### src/rtl/fib_pkg.sv
// rtl/fib_pkg.sv - shared opcode, instruction field and sequencer state definitions
package fib_pkg;

   localparam int INSTR_W  = 7;
   localparam int OP_MSB   = 6;
   localparam int OP_LSB   = 4;
   localparam int OPR1_MSB = 3;
   localparam int OPR1_LSB = 2;
   localparam int OPR2_MSB = 1;
   localparam int OPR2_LSB = 0;

   localparam logic [2:0] OP_NOOP  = 3'b000;
   localparam logic [2:0] OP_SET   = 3'b001;
   localparam logic [2:0] OP_ADD   = 3'b010;
   localparam logic [2:0] OP_SUB   = 3'b011;
   localparam logic [2:0] OP_LOAD  = 3'b100;
   localparam logic [2:0] OP_STORE = 3'b101;
   localparam logic [2:0] OP_MOVE  = 3'b110;
   localparam logic [2:0] OP_COPY  = 3'b111;

   typedef enum logic [2:0] {
      S_IDLE   = 3'd0,
      S_FETCH  = 3'd1,
      S_DECODE = 3'd2,
      S_EXEC   = 3'd3,
      S_MEM    = 3'd4,
      S_FIN    = 3'd5
   } seq_state_t;

   function automatic logic is_mem_op(input logic [2:0] op);
      return (op == OP_LOAD) || (op == OP_STORE);
   endfunction

endpackage

### src/rtl/prog_sequencer.sv
// rtl/prog_sequencer.sv - fetch/execute controller with loop counter and data-memory handshake
module prog_sequencer
   import fib_pkg::*;
#(
   parameter int PC_W  = 4,
   parameter int CNT_W = 8
) (
   input  logic                clk,
   input  logic                rst,
   input  logic                start,
   input  logic [PC_W-1:0]     loop_pc,
   input  logic [PC_W-1:0]     last_pc,
   input  logic [CNT_W-1:0]    n_iter,
   output logic [PC_W-1:0]     instr_addr,
   input  logic [INSTR_W-1:0]  instr_in,
   output logic [2:0]          op_code,
   output logic [1:0]          opr1,
   output logic [1:0]          opr2,
   output logic                exec_en,
   output logic                mem_req,
   output logic                mem_we,
   input  logic                mem_ack,
   output logic                busy,
   output logic                done
);

   seq_state_t          state;
   logic [PC_W-1:0]     pc;
   logic [PC_W-1:0]     loop_r;
   logic [PC_W-1:0]     last_r;
   logic [CNT_W-1:0]    iter;
   logic [INSTR_W-1:0]  ir;
   logic [2:0]          fetched_op;
   logic                instr_done;

   assign fetched_op = instr_in[OP_MSB:OP_LSB];
   assign instr_addr = pc;
   assign op_code    = ir[OP_MSB:OP_LSB];
   assign opr1       = ir[OPR1_MSB:OPR1_LSB];
   assign opr2       = ir[OPR2_MSB:OPR2_LSB];

   // A load completes in its ack cycle, so the write strobe must follow mem_ack directly.
   assign instr_done = (state == S_EXEC) || ((state == S_MEM) && mem_ack);
   assign exec_en    = (state == S_EXEC) || ((state == S_MEM) && mem_ack && !mem_we);

   always_ff @(posedge clk) begin
      if (rst) begin
         state   <= S_IDLE;
         pc      <= '0;
         loop_r  <= '0;
         last_r  <= '0;
         iter    <= '0;
         ir      <= '0;
         mem_req <= 1'b0;
         mem_we  <= 1'b0;
         busy    <= 1'b0;
         done    <= 1'b0;
      end else begin
         done <= 1'b0;
         case (state)
            S_IDLE: begin
               if (start) begin
                  pc     <= '0;
                  loop_r <= loop_pc;
                  last_r <= last_pc;
                  iter   <= (n_iter == '0) ? CNT_W'(1) : n_iter;
                  busy   <= 1'b1;
                  state  <= S_FETCH;
               end
            end
            S_FETCH: state <= S_DECODE;
            S_DECODE: begin
               ir <= instr_in;
               if (is_mem_op(fetched_op)) begin
                  mem_req <= 1'b1;
                  mem_we  <= (fetched_op == OP_STORE);
                  state   <= S_MEM;
               end else begin
                  state <= S_EXEC;
               end
            end
            S_MEM: begin
               if (mem_ack) begin
                  mem_req <= 1'b0;
                  mem_we  <= 1'b0;
               end
            end
            S_EXEC: ;
            S_FIN: state <= S_IDLE;
            default: state <= S_IDLE;
         endcase

         // Shared advance step for both execute and memory completion.
         if (instr_done) begin
            if (pc != last_r) begin
               pc    <= pc + PC_W'(1);
               state <= S_FETCH;
            end else if (iter > CNT_W'(1)) begin
               iter  <= iter - CNT_W'(1);
               pc    <= loop_r;
               state <= S_FETCH;
            end else begin
               busy  <= 1'b0;
               done  <= 1'b1;
               state <= S_FIN;
            end
         end
      end
   end

endmodule
### config.mk
export PLATFORM = sky130hd
export DESIGN_NAME = prog_sequencer
export DESIGN_NICKNAME = d
export VERILOG_FILES = /design/src/rtl/fib_pkg.sv /design/src/rtl/prog_sequencer.sv
export SDC_FILE = /design/constraint.sdc
export NUM_CORES = 1
export LEC_CHECK = 0
export BUFFER_PORTS_ARGS = -buffer_cell sky130_fd_sc_hd__buf_2
export CELL_PAD_IN_SITES_DETAIL_PLACEMENT = 1
export CELL_PAD_IN_SITES_GLOBAL_PLACEMENT = 2
export CORE_MARGIN = 5
export CORE_UTILIZATION = 30
export DETAILED_ROUTE_END_ITERATION = 16
export PLACE_DENSITY = 0.78
export SLEW_MARGIN = 25
export SYNTH_ARGS = -nofsm -noshare
export SYNTH_HDL_FRONTEND = slang
export SYNTH_SLANG_ARGS = --single-unit
### constraint.sdc
create_clock -name clk -period 3 [get_ports clk]
set_input_delay 0.3 -clock clk [delete_from_list [all_inputs] [get_ports clk]]
set_output_delay 0.3 -clock clk [all_outputs]
set_load 0.02 [all_outputs]
# Yosys cells after proc, flatten, opt, wreduce, memory -nomap -nowiden
# Cells that the tools add are included.
dict set report word_totals {
  out_inout_bits 16
  reg_bits 34
}
dict set report op_classes {
  bitwise_logic 1
  eq_ne 11
  mux 28
  addsub 2
  n_lt_le_gt_ge 1
  reduce_logical 14
}
# op n
set ops {}
lappend ops {{2-to-1 mux 8 bit} 6}
lappend ops {{2-to-1 mux 4 bit} 5}
lappend ops {{2-to-1 mux 3 bit} 5}
lappend ops {{one-hot mux 3 bit (4 select lines)} 1}
lappend ops {{equality test 3 bit (second input constant)} 3}
lappend ops {{2-to-1 mux 1 bit} 9}
lappend ops {{> comparator 8 x 1 -> 1 bit (second input constant)} 1}
lappend ops {{zero test 8 bit} 1}
lappend ops {{subtractor 8 x 1 -> 8 bit (second input constant)} 1}
lappend ops {{equality test 3 x 2 -> 1 bit (second input constant)} 2}
lappend ops {{adder 4 x 1 -> 4 bit (second input constant)} 1}
lappend ops {{!= test 2 bit (second input constant)} 2}
lappend ops {{!= test 4 bit} 1}
lappend ops {{one-hot mux 1 bit (2 select lines)} 2}
lappend ops {{AND reduction 2 bit} 2}
lappend ops {{equality test 3 x 1 -> 1 bit (second input constant)} 1}
lappend ops {{zero test 3 bit} 1}
lappend ops {{logical OR 1 bit} 3}
lappend ops {{!= test 3 bit (second input constant)} 1}
lappend ops {{AND reduction 3 bit} 1}
lappend ops {{OR reduction 3 bit} 1}
lappend ops {{logical AND 1 bit} 2}
lappend ops {{!= test 2 x 1 -> 1 bit (second input constant)} 1}
lappend ops {{nonzero test 2 bit} 1}
lappend ops {{other kinds (3)} 3}

# Longest topological paths before layout
# Gate-level depths: netlist of the first run.
dict set report logic_depth {
  ltp_word 7
  mapped_depth 9
  ltp_nobuf 7
}

# Worst setup path before layout of the first run
# Ideal clock, no wire load.
dict set report synth_path {
  path_kind {reg2reg}
  startpoint {register iter[4]}
  endpoint {register iter[5]}
  arrival_ps 2004
  required_ps 2868
  stages_incl_launch_ff 8
  path_buffers 2
  synth_period_minus_slack_ps 2137
  setup_slack_ps 863
  cell_sequence {dfxtp_1 -> or4_4 -> or4_4 -> and3_1 -> buf_6 -> buf_6 -> a32oi_1 -> a21oi_1}
}
dict set report synth_between {
  elab_chain_len 4
  word_cells_on_any_way 5
  cone_classes {add/sub (1); order compare (1); mux (3)}
}
# element line_no
set synth_lines {}
lappend synth_lines {{start, declared} prog_sequencer.sv:31} ;# logic [CNT_W-1:0] iter;
lappend synth_lines {{start signal, assigned} prog_sequencer.sv:66} ;# iter <= (n_iter == '0) ? CNT_W'(1) : n_iter;
lappend synth_lines {{start signal, assigned} prog_sequencer.sv:99} ;# iter <= iter - CNT_W'(1);
lappend synth_lines {{subtractor 8 x 1 -> 8 bit or > comparator 8 x 1 -> 1 bit (tied branches)} {prog_sequencer.sv:99, prog_sequencer.sv:98}}
lappend synth_lines {{2-to-1 mux 8 bit (*)} prog_sequencer.sv:98} ;# end else if (iter > CNT_W'(1)) begin
lappend synth_lines {{2-to-1 mux 8 bit (*)} prog_sequencer.sv:95} ;# if (pc != last_r) begin
lappend synth_lines {{2-to-1 mux 8 bit (*)} prog_sequencer.sv:94} ;# if (instr_done) begin
# Mark *: on every way between the ends. The rest lies on a longest branch, timed or not.
# A chain may end at the register's enable or synchronous reset.

# Final worst setup path of the first run
dict set report layout_path {
  startpoint {register iter[4]}
  endpoint {register iter[7]}
}
# The elaborated chain is that of the path after synthesis.

==> flow_summary.json, run 1 <==
{
  "critPathCaptureType": "register",
  "std_cell_rows": 26,
  "synth.largest_area_cell": "dfxtp_1",
  "drtPass1Iterations": 4,
  "detail_route.wl_per_cell_um": 14.03,
  "ff_latch_area_um2": 680.7,
  "vias_per_cell": 4.997,
  "drc": 0,
  "timing.fmax_ghz": 0.4343,
  "syn_inst": 196,
  "power.switching_w": 0.0004462,
  "dpl_cell_area_um2": 1887,
  "status": "complete, no violations",
  "slowest_delay_ps": 550,
  "synth_area_leaders": "dfxtp_1 42%, a21oi_1 7.0%, nand2_1 6.7%",
  "synth_area_um2": 1637,
  "clk_latency_ps": 280,
  "tns_ps": 0,
  "hold_ws_ps": 250.9,
  "fp.coreArea_um2": 5205,
  "irDropWorstVdd_uv": 300.0,
  "clkTransAtPathRegs_ps": 70,
  "die-area_um2": 7033,
  "setup_violations": 0,
  "synth.yosys.seq_area_share_pct": 41.59,
  "p_sw_share_pct": 35.12,
  "min_period_ps": 2303,
  "internal_power_w": 0.0008244,
  "ys_seq_elements": 34,
  "syn_nets": 226,
  "critPathLaunchType": "register",
  "critPathMostFrequentCell": "or4_4",
  "cap_violations": 0,
  "hpwl_um": 3133,
  "areaGrowthSynthToFinish_pct": 20.11,
  "min_path_type": "in2reg",
  "rsz0062_at_grt": "no",
  "cts-resized-gates": 0,
  "ys_types": 39,
  "ys_warn_count": 0,
  "grt_pass1_vias": 1510,
  "cts-root-buf": "clkbuf_8",
  "p_per_area_nw_per_um2": 646.4,
  "cp_max_fo": 16,
  "antenna_found_initial": 0,
  "crit_buf_inv": 0,
  "start_util_pct": 31.44,
  "die_width_um": 83.86,
  "arrival_ps": 2500,
  "via_count": 1524,
  "worstMarginPinSlew_ps": 682.6,
  "finalInstanceArea_um2": 1966,
  "wl_um": 4280,
  "p_seq_share_pct": 44.2,
  "syn-mean-instance-area_um2": 8.350,
  "path_delay_family": "simple AND/OR/NAND/NOR gates",
  "drtIter0Drc": 35,
  "tritoncts": "done",
  "critPathKind": "reg2reg",
  "p_leak_nw": 0.7792,
  "io_pins": 43,
  "n_fill_cell": 648,
  "grt_max_degree": 35,
  "crit_slowest_cell": "or4_4",
  "slew-limit-headroom_pct": 54.50,
  "path_cells": "or4_4 > or4_4 > and3_1 > a31o_1 > a31oi_1",
  "netlist.area_leader.share_pct": 41.59,
  "numClockSinks": 34,
  "cts_buffers": 5,
  "multi_input_area_um2": 878.3,
  "fin_skew_ps": 8.265,
  "pwr-share-comb_pct": 30.9,
  "htreeDepth": 2,
  "grt_use_total_pct": 12.49,
  "place.gp.congestion": 0.7885,
  "clk_path_buf_depth": 2,
  "fin_crit_sh_pct": 76.76,
  "crit_required_ps": 3200,
  "grt_overflow": 0,
  "postRouteAntennaNets": 0,
  "postCtsSetupBuffers": 0,
  "antenna_cells": 0,
  "clockPowerShare_pct": 25.0,
  "hold_buffers": 0,
  "hold_viol": 0,
  "final_layout_size_suffix_gt1_share_pct": 24.26,
  "grt_pass1_wl_um": 7203,
  "dieHeight_um": 83.86,
  "slew_viol_final": 0,
  "portBuffers": 42,
  "layout.nets": 265
}
metal layers:
metal | GRT usage [%] | vias up | part of all wire [%]
met5 | 0 | - | 0
met4 | 4.825 | 0 | 1.0
met3 | 3.258 | 4 | 3.9
met2 | 19.38 | 26 | 46
met1 | 16.49 | 718 | 49
li1 | - | 776 | -
path summary, 6_finish.rpt:
path                                           start                      to  slack (ps)  cells past startpoint
worst min register to register  mem_req$_SDFFE_PP0P_    mem_req$_SDFFE_PP0P_         460                      2
worst max-delay path              iter[4]$_SDFF_PP0_      iter[7]$_SDFF_PP0_         700                      5
worst max register to register    iter[4]$_SDFF_PP0_      iter[7]$_SDFF_PP0_         700                      5
worst min-delay path                      last_pc[1]  last_r[1]$_SDFFE_PP0P_         250                      3
cell usage in the layout (no fill, tap or decap), types with 2 or more instances in the layout:
master	synthesis	final
a211o_1	2	2
a211oi_1	4	4
a21oi_1	23	23
a22oi_1	2	2
a31o_1	2	2
a31o_2	2	2
a31oi_1	3	3
a32oi_1	4	4
buf_2	3	42
buf_4	1	2
clkbuf_8	0	5
clkinv_2	0	2
dfxtp_1	34	34
ha_1	3	3
inv_1	4	4
mux2i_1	7	7
nand2_1	29	29
nand2b_1	3	3
nand3_1	9	9
nor2_1	16	16
nor2b_1	4	4
nor3_1	5	4
nor4_1	3	3
o21ai_0	4	4
or4_4	2	2
xnor2_1	6	6
cells in the mapped netlist:
cell type / instances
dfxtp_1: 34
nand2_1: 29
a21oi_1: 23
nor2_1: 16
nand3_1: 9
mux2i_1: 7
clkbuf_1: 6
xnor2_1: 6
nor3_1: 5
a211oi_1: 4
a32oi_1: 4
inv_1: 4
nor2b_1: 4
o21ai_0: 4
a31oi_1: 3
buf_2: 3
ha_1: 3
nand2b_1: 3
nor4_1: 3
a211o_1: 2
a22oi_1: 2
a31o_1: 2
a31o_2: 2
buf_6: 2
or4_4: 2
a21boi_0: 1
a311oi_1: 1
and2_1: 1
and3_1: 1
and4_1: 1
buf_4: 1
mux2_2: 1
nand3b_1: 1
nand4_1: 1
nand4b_1: 1
nand4bb_1: 1
nor3b_1: 1
o22ai_1: 1
or3_1: 1
power by group through the flow:
stage	Clock, W	Sequential [W]	Combinational (W)
5_1_grt	0.000350	0.000571	0.000439
4_1_cts	0.000332	0.000561	0.000399
3_5_place_dp	0	0.000570	0.000397
2_1_floorplan	0	0.000567	0.000291
3_3_place_gp	0	0.000570	0.000395
6_report	0.000317	0.000561	0.000392
stage by stage:
stage,setup WS (ps),power (W),std cells,utilization (%)
5_1_grt,571.4,0.001360,305,37.76
3_5_place_dp,725.2,0.0009678,298,36.25
4_1_cts,702.0,0.001292,305,37.76
6_report,697.2,0.001271,305,37.76
3_3_place_gp,749.7,0.0009645,298,36.25
2_1_floorplan,863.5,0.0008573,196,-
worst min-delay path: cells and delay by family:
kind                   cells  cell delay [ps]
AO/OA/AOI/OAI              1               50
buffers and inverters      1               90
AND/OR/NAND/NOR            1               40
layout make-up:
type	count	share of cell area [%]
clock inverters	2	0.5092
well taps	70	4.456
multi-input cells	146	44.68
flip-flops and latches	34	34.63
repair buffers	44	11.46
inverters	4	0.7638
clock buffers	5	3.501
cells by family after synthesis:
group	count (synthesis)	share of synthesized area (%)
AO/OA/AOI/OAI	49	18.88
flip-flops	34	41.59
multiplexers	8	4.970
buffers and inverters	16	5.045
XOR/XNOR	6	3.211
adder cells (fa/ha/maj)	3	2.294
AND/OR/NAND/NOR	80	24.01
sequential cells by signal, summed over array words and instances (netlist names):
signal and flops:
iter 8, ir 7, instr_addr 4, last_r 4, loop_r 4, state 3, busy 1, done 1
mem_req 1, mem_we 1
(Power assumes the default switching activity.)
==> run 2, diff against run 1 <==
- clock period: 3 -> 2.2 ns (I/O delays scaled with it)
==> flow_summary.json, run 2 (synthesis gave the netlist of run 1 again) <==
{
  "status": "complete, no violations",
  "clkTransAtPathRegs_ps": 70,
  "hold_viol": 0,
  "slew-limit-headroom_pct": 53.16,
  "largest_register": "iter",
  "antenna_found_initial": 0,
  "fin_crit_sh_pct": 95.97,
  "largest_reg_flops": 8,
  "clk_path_buf_depth": 2,
  "p_leak_nw": 0.8509,
  "dpl_cell_area_um2": 1992,
  "drc": 0,
  "crit_required_ps": 2410,
  "critPathKind": "reg2reg",
  "fp.coreArea_um2": 5205,
  "grt_overflow": 0,
  "dieHeight_um": 83.86,
  "busiest_layer": "met2",
  "min_path_type": "in2reg",
  "die-area_um2": 7033,
  "via_count": 1589,
  "arrival_ps": 2320,
  "grt_pass1_wl_um": 7783,
  "antenna_cells": 0,
  "timing.fmax_ghz": 0.4736,
  "areaGrowthSynthToFinish_pct": 28.06,
  "io_pins": 43,
  "portBuffers": 42,
  "hpwl_um": 3400,
  "vias_per_cell": 4.966,
  "fin_skew_ps": 8.523,
  "critPathCaptureType": "register",
  "grt_pass1_vias": 1627,
  "rsz0062_at_grt": "no",
  "grt_util_met1_pct": 16.93,
  "drtPass1Iterations": 4,
  "cap_violations": 0,
  "std_cell_rows": 26,
  "use_met3_pct": 2.764,
  "critPathLaunchType": "register",
  "grt_max_degree": 27,
  "cp_max_fo": 4,
  "largestRegisters": "iter: 8 flops, ir: 7 flops",
  "grt_use_met2_pct": 22.99,
  "worstMarginPinSlew_ps": 702.6,
  "irDropWorstVdd_uv": 310.4,
  "tritoncts": "done",
  "layout_commonest_cell": "buf_2",
  "hold_buffers": 0,
  "start_util_pct": 31.44,
  "drtIter0Drc": 59,
  "n_fill_cell": 663,
  "wl_um": 4557,
  "postRouteAntennaNets": 0,
  "p_per_area_nw_per_um2": 883.6,
  "tns_ps": 0,
  "min_period_ps": 2111,
  "power.total_w": 0.001852,
  "cts-root-buf": "clkbuf_8",
  "place.gp.congestion": 0.7658,
  "die_width_um": 83.86,
  "htreeDepth": 2,
  "grt_use_total_pct": 13.50,
  "setup_violations": 0,
  "clk_latency_ps": 280,
  "detail_route.wl_per_cell_um": 14.24,
  "cts_buffers": 5,
  "numClockSinks": 34,
  "final_layout_size_suffix_gt1_share_pct": 29.60,
  "layout.nets": 279,
  "finalInstanceArea_um2": 2096,
  "slew_viol_final": 0,
  "final_cell_mix": "42 x buf_2, 34 x dfxtp_1, 29 x nand2_1"
}
## run 2: worst paths after layout
path | startpoint | end | slack [ps] | depth (start not counted)
hold reg to reg | loop_r[0]$_SDFFE_PP0P_ | loop_r[0]$_SDFFE_PP0P_ | 460 | 2
setup reg to reg | iter[4]$_SDFF_PP0_ | iter[2]$_SDFF_PP0_ | 90 | 6
setup / recovery | iter[4]$_SDFF_PP0_ | iter[2]$_SDFF_PP0_ | 90 | 6
hold / removal | instr_in[0] | ir[0]$_SDFFE_PP0N_ | 180 | 3
## run 2: layer usage
metal  part of all wire, %  vias up
met5                     0        -
li1                      -      808
met3                   2.8        5
met2                    49       26
met1                    48      750
met4                   1.1        0
## run 2: cell type report
class | instances | area, µm² | share of cell area, %
Clock buffer | 7 | 86.33 | 4.119
Timing Repair Buffer | 58 | 330.3 | 15.76
Multi-Input combinational cell | 146 | 890.9 | 42.51
Inverter | 4 | 15.01 | 0.7164
Tap cell | 70 | 87.58 | 4.179
Sequential cell | 34 | 680.7 | 32.48
Clock inverter | 1 | 5.005 | 0.2388
## run 2: metrics by stage
| step | hold slack (ps) | utilization, % | instances | worst slack [ps] |
|---|---|---|---|---|
| 3_3_place_gp | 443.5 | 38.27 | 312 | 11.81 |
| 4_1_cts | 168.1 | 40.05 | 320 | 47.46 |
| 3_5_place_dp | 444.6 | 38.27 | 312 | 7.134 |
| 6_report | 175.3 | 40.26 | 320 | 88.59 |
| 2_1_floorplan | 356.0 | - | 196 | 63.49 |
| 5_1_grt | 173.8 | 40.26 | 320 | 1.189 |
## run 2: power breakdown
part	total [W]	internal [W]	switching, W	leakage [nW]
clock	0.000472	0.000252	0.000220	0.0482
sequential	0.000757	0.000691	0.0000658	0.277
combinational	0.000623	0.000276	0.000347	0.525
## run 2: timing repair
item | CTS | global route
pin swaps | 0 | 2
endpoints found under the setup margin | 1 | 5
buffers inserted | 0 | 0
resized for setup | 1 | 4
## run 2: critical path, stage by stage (launching register included)
cell and delay, ps:
dfxtp_1 310, or4_4 540, or4_4 500, buf_4 160, nand3_1 90, mux2_2 340
o22ai_1 110
==> run 3, diff against run 2 <==
- BUFFER_PORTS_ARGS: -buffer_cell sky130_fd_sc_hd__buf_2 -> not set
- CORE_UTILIZATION: 30 -> 35
- DONT_BUFFER_PORTS: not set -> 1
- PLACE_DENSITY: 0.78 -> 0.75
==> flow_summary.json, run 3 (synthesis gave the netlist of run 1 again) <==
{
  "start_util_pct": 36.82,
  "dpl_cell_area_um2": 1744,
  "largestRegisters": "iter: 8 flops, ir: 7 flops",
  "clkTransAtPathRegs_ps": 70,
  "dieHeight_um": 78.38,
  "p_leak_nw": 0.6610,
  "min_period_ps": 2082,
  "portBuffers": 0,
  "tns_ps": 0,
  "drtPass1Iterations": 4,
  "vias_per_cell": 5.627,
  "drtIter0Drc": 82,
  "status": "complete, no violations",
  "wl_um": 4631,
  "fin_skew_ps": 5.700,
  "cts-root-buf": "clkbuf_8",
  "critPathCaptureType": "register",
  "slew-limit-headroom_pct": 52.31,
  "slew_viol_final": 0,
  "critPathLaunch": "iter[5]$_SDFF_PP0_",
  "htreeDepth": 2,
  "fp.coreArea_um2": 4444,
  "via_count": 1463,
  "largest_register": "iter",
  "finalInstanceArea_um2": 1861,
  "detail_route.wl_per_cell_um": 17.81,
  "n_fill_cell": 547,
  "grt_use_total_pct": 15.64,
  "largest_reg_flops": 8,
  "ff_latch_area_um2": 680.7,
  "hpwl_um": 3356,
  "min_path_type": "in2reg",
  "die-area_um2": 6143,
  "endpoint": "iter[7]$_SDFF_PP0_",
  "clk_path_buf_depth": 2,
  "io_pins": 43,
  "p_sw_share_pct": 34.72,
  "timing.fmax_ghz": 0.4802,
  "layout_commonest_cell": "dfxtp_1",
  "irDropWorstVdd_uv": 348.5,
  "numClockSinks": 34,
  "r2r-end": "iter[7]$_SDFF_PP0_",
  "layout.nets": 237,
  "internal_power_w": 0.001180,
  "critPathKind": "reg2reg",
  "setup_violations": 0,
  "clk_latency_ps": 280,
  "worstMarginPinSlew_ps": 715.4,
  "die_width_um": 78.38,
  "power.switching_w": 0.0006276,
  "fin_crit_sh_pct": 94.65,
  "p_seq_share_pct": 43.3,
  "grt_pass1_vias": 1567,
  "postCtsSetupBuffers": 0,
  "postRouteAntennaNets": 0,
  "place.gp.congestion": 0.7685,
  "final_layout_size_suffix_gt1_share_pct": 14.42,
  "antenna_cells": 0,
  "grt_max_degree": 29,
  "critPathLaunchType": "register",
  "std_cell_rows": 24,
  "r2r_setup_slack_ps": 120,
  "crit_required_ps": 2410,
  "rsz0062_at_grt": "no",
  "hold_viol": 0,
  "areaGrowthSynthToFinish_pct": 13.68,
  "setup_slack_ps": 117.6,
  "cap_violations": 0,
  "r2r-start": "iter[5]$_SDFF_PP0_",
  "power.total_w": 0.001807,
  "cts_buffers": 5,
  "tritoncts": "done",
  "grt_pass1_wl_um": 7728,
  "cp_max_fo": 16,
  "grt_overflow": 0,
  "dp_slack_ps": -32.58,
  "arrival_ps": 2290,
  "antenna_found_initial": 0,
  "multi_input_area_um2": 888.4,
  "final_cell_mix": "34 x dfxtp_1, 29 x nand2_1, 23 x a21oi_1",
  "pwr-share-comb_pct": 30.4,
  "p_per_area_nw_per_um2": 971.5,
  "r2r_cells": 5,
  "hold_ws_ps": 49.98,
  "drc": 0,
  "clockPowerShare_pct": 26.3
}
## run 3: cell count changes in the layout (fill, tap and decap cells not counted)
cell and change:
nand3_1 -1, nand3_2 +1, buf_4 -2, o21ai_1 -1, a21oi_2 -2, buf_2 -41
a21oi_1 +2, dlygate4sd3_1 +1, o21ai_0 +1
## run 3: what timing repair did
| action | in CTS | in global routing |
|---|---|---|
| hold buffers | 2 | 0 |
| endpoints found under the hold margin | 28 | 0 |
| endpoints found under the setup margin | 4 | 7 |
| gates resized for setup | 1 | 2 |
## run 3: through the flow
step | instances | utilization (%)
floorplan | 196 | -
global placement | 250 | 39.25
detailed placement | 250 | 39.25
CTS | 260 | 41.78
global route | 260 | 41.86
finish | 260 | 41.86
## run 3: layout make-up
| class | count | share of cell area [%] |
|---|---|---|
| multi-input combinational | 146 | 47.75 |
| sequential | 34 | 36.58 |
| timing repair buffer | 16 | 6.456 |
| clock buffer | 7 | 4.640 |
| tap | 52 | 3.497 |
| inverter | 4 | 0.8070 |
| clock inverter | 1 | 0.2690 |
## run 3: critical path, cell delays in order (launching register included)
cell and delay, ps:
dfxtp_1 330, or4_4 510, or4_4 530, and3_4 240, a31o_1 220, a31oi_1 180
## run 3: worst min path at each step
stage | start | end | slack [ps] | cells past startpoint
after CTS | rst | iter[2]$_SDFF_PP0_ | 40 | 1
after global routing | last_pc[0] | last_r[0]$_SDFFE_PP0P_ | 60 | 2
after detailed placement | rst | mem_req$_SDFFE_PP0P_ | 300 | 1
final | rst | iter[2]$_SDFF_PP0_ | 50 | 1
after floorplan | loop_pc[0] | loop_r[0]$_SDFFE_PP0P_ | 360 | 2
after global placement | rst | mem_we$_SDFFE_PP0P_ | 290 | 1
## run 3: metal layers
layer  global-route usage, %  vias to the layer above  part of all wire [%]
li1                        -                      718                     -
met1                   18.12                      698                    42
met2                   27.48                       41                    50
met3                   5.721                        6                   7.3
met4                   3.671                        0                  0.78
met5                       0                        -                     0
## run 3: power by group through the flow
| stage | Combinational (W) | Sequential (W) | Clock, W |
|---|---|---|---|
| after floorplan | 0.000396 | 0.000773 | 0 |
| after global placement | 0.000504 | 0.000790 | 0 |
| after detailed placement | 0.000528 | 0.000795 | 0 |
| after CTS | 0.000544 | 0.000783 | 0.000489 |
| after global routing | 0.000615 | 0.000798 | 0.000511 |
| final | 0.000549 | 0.000783 | 0.000476 |
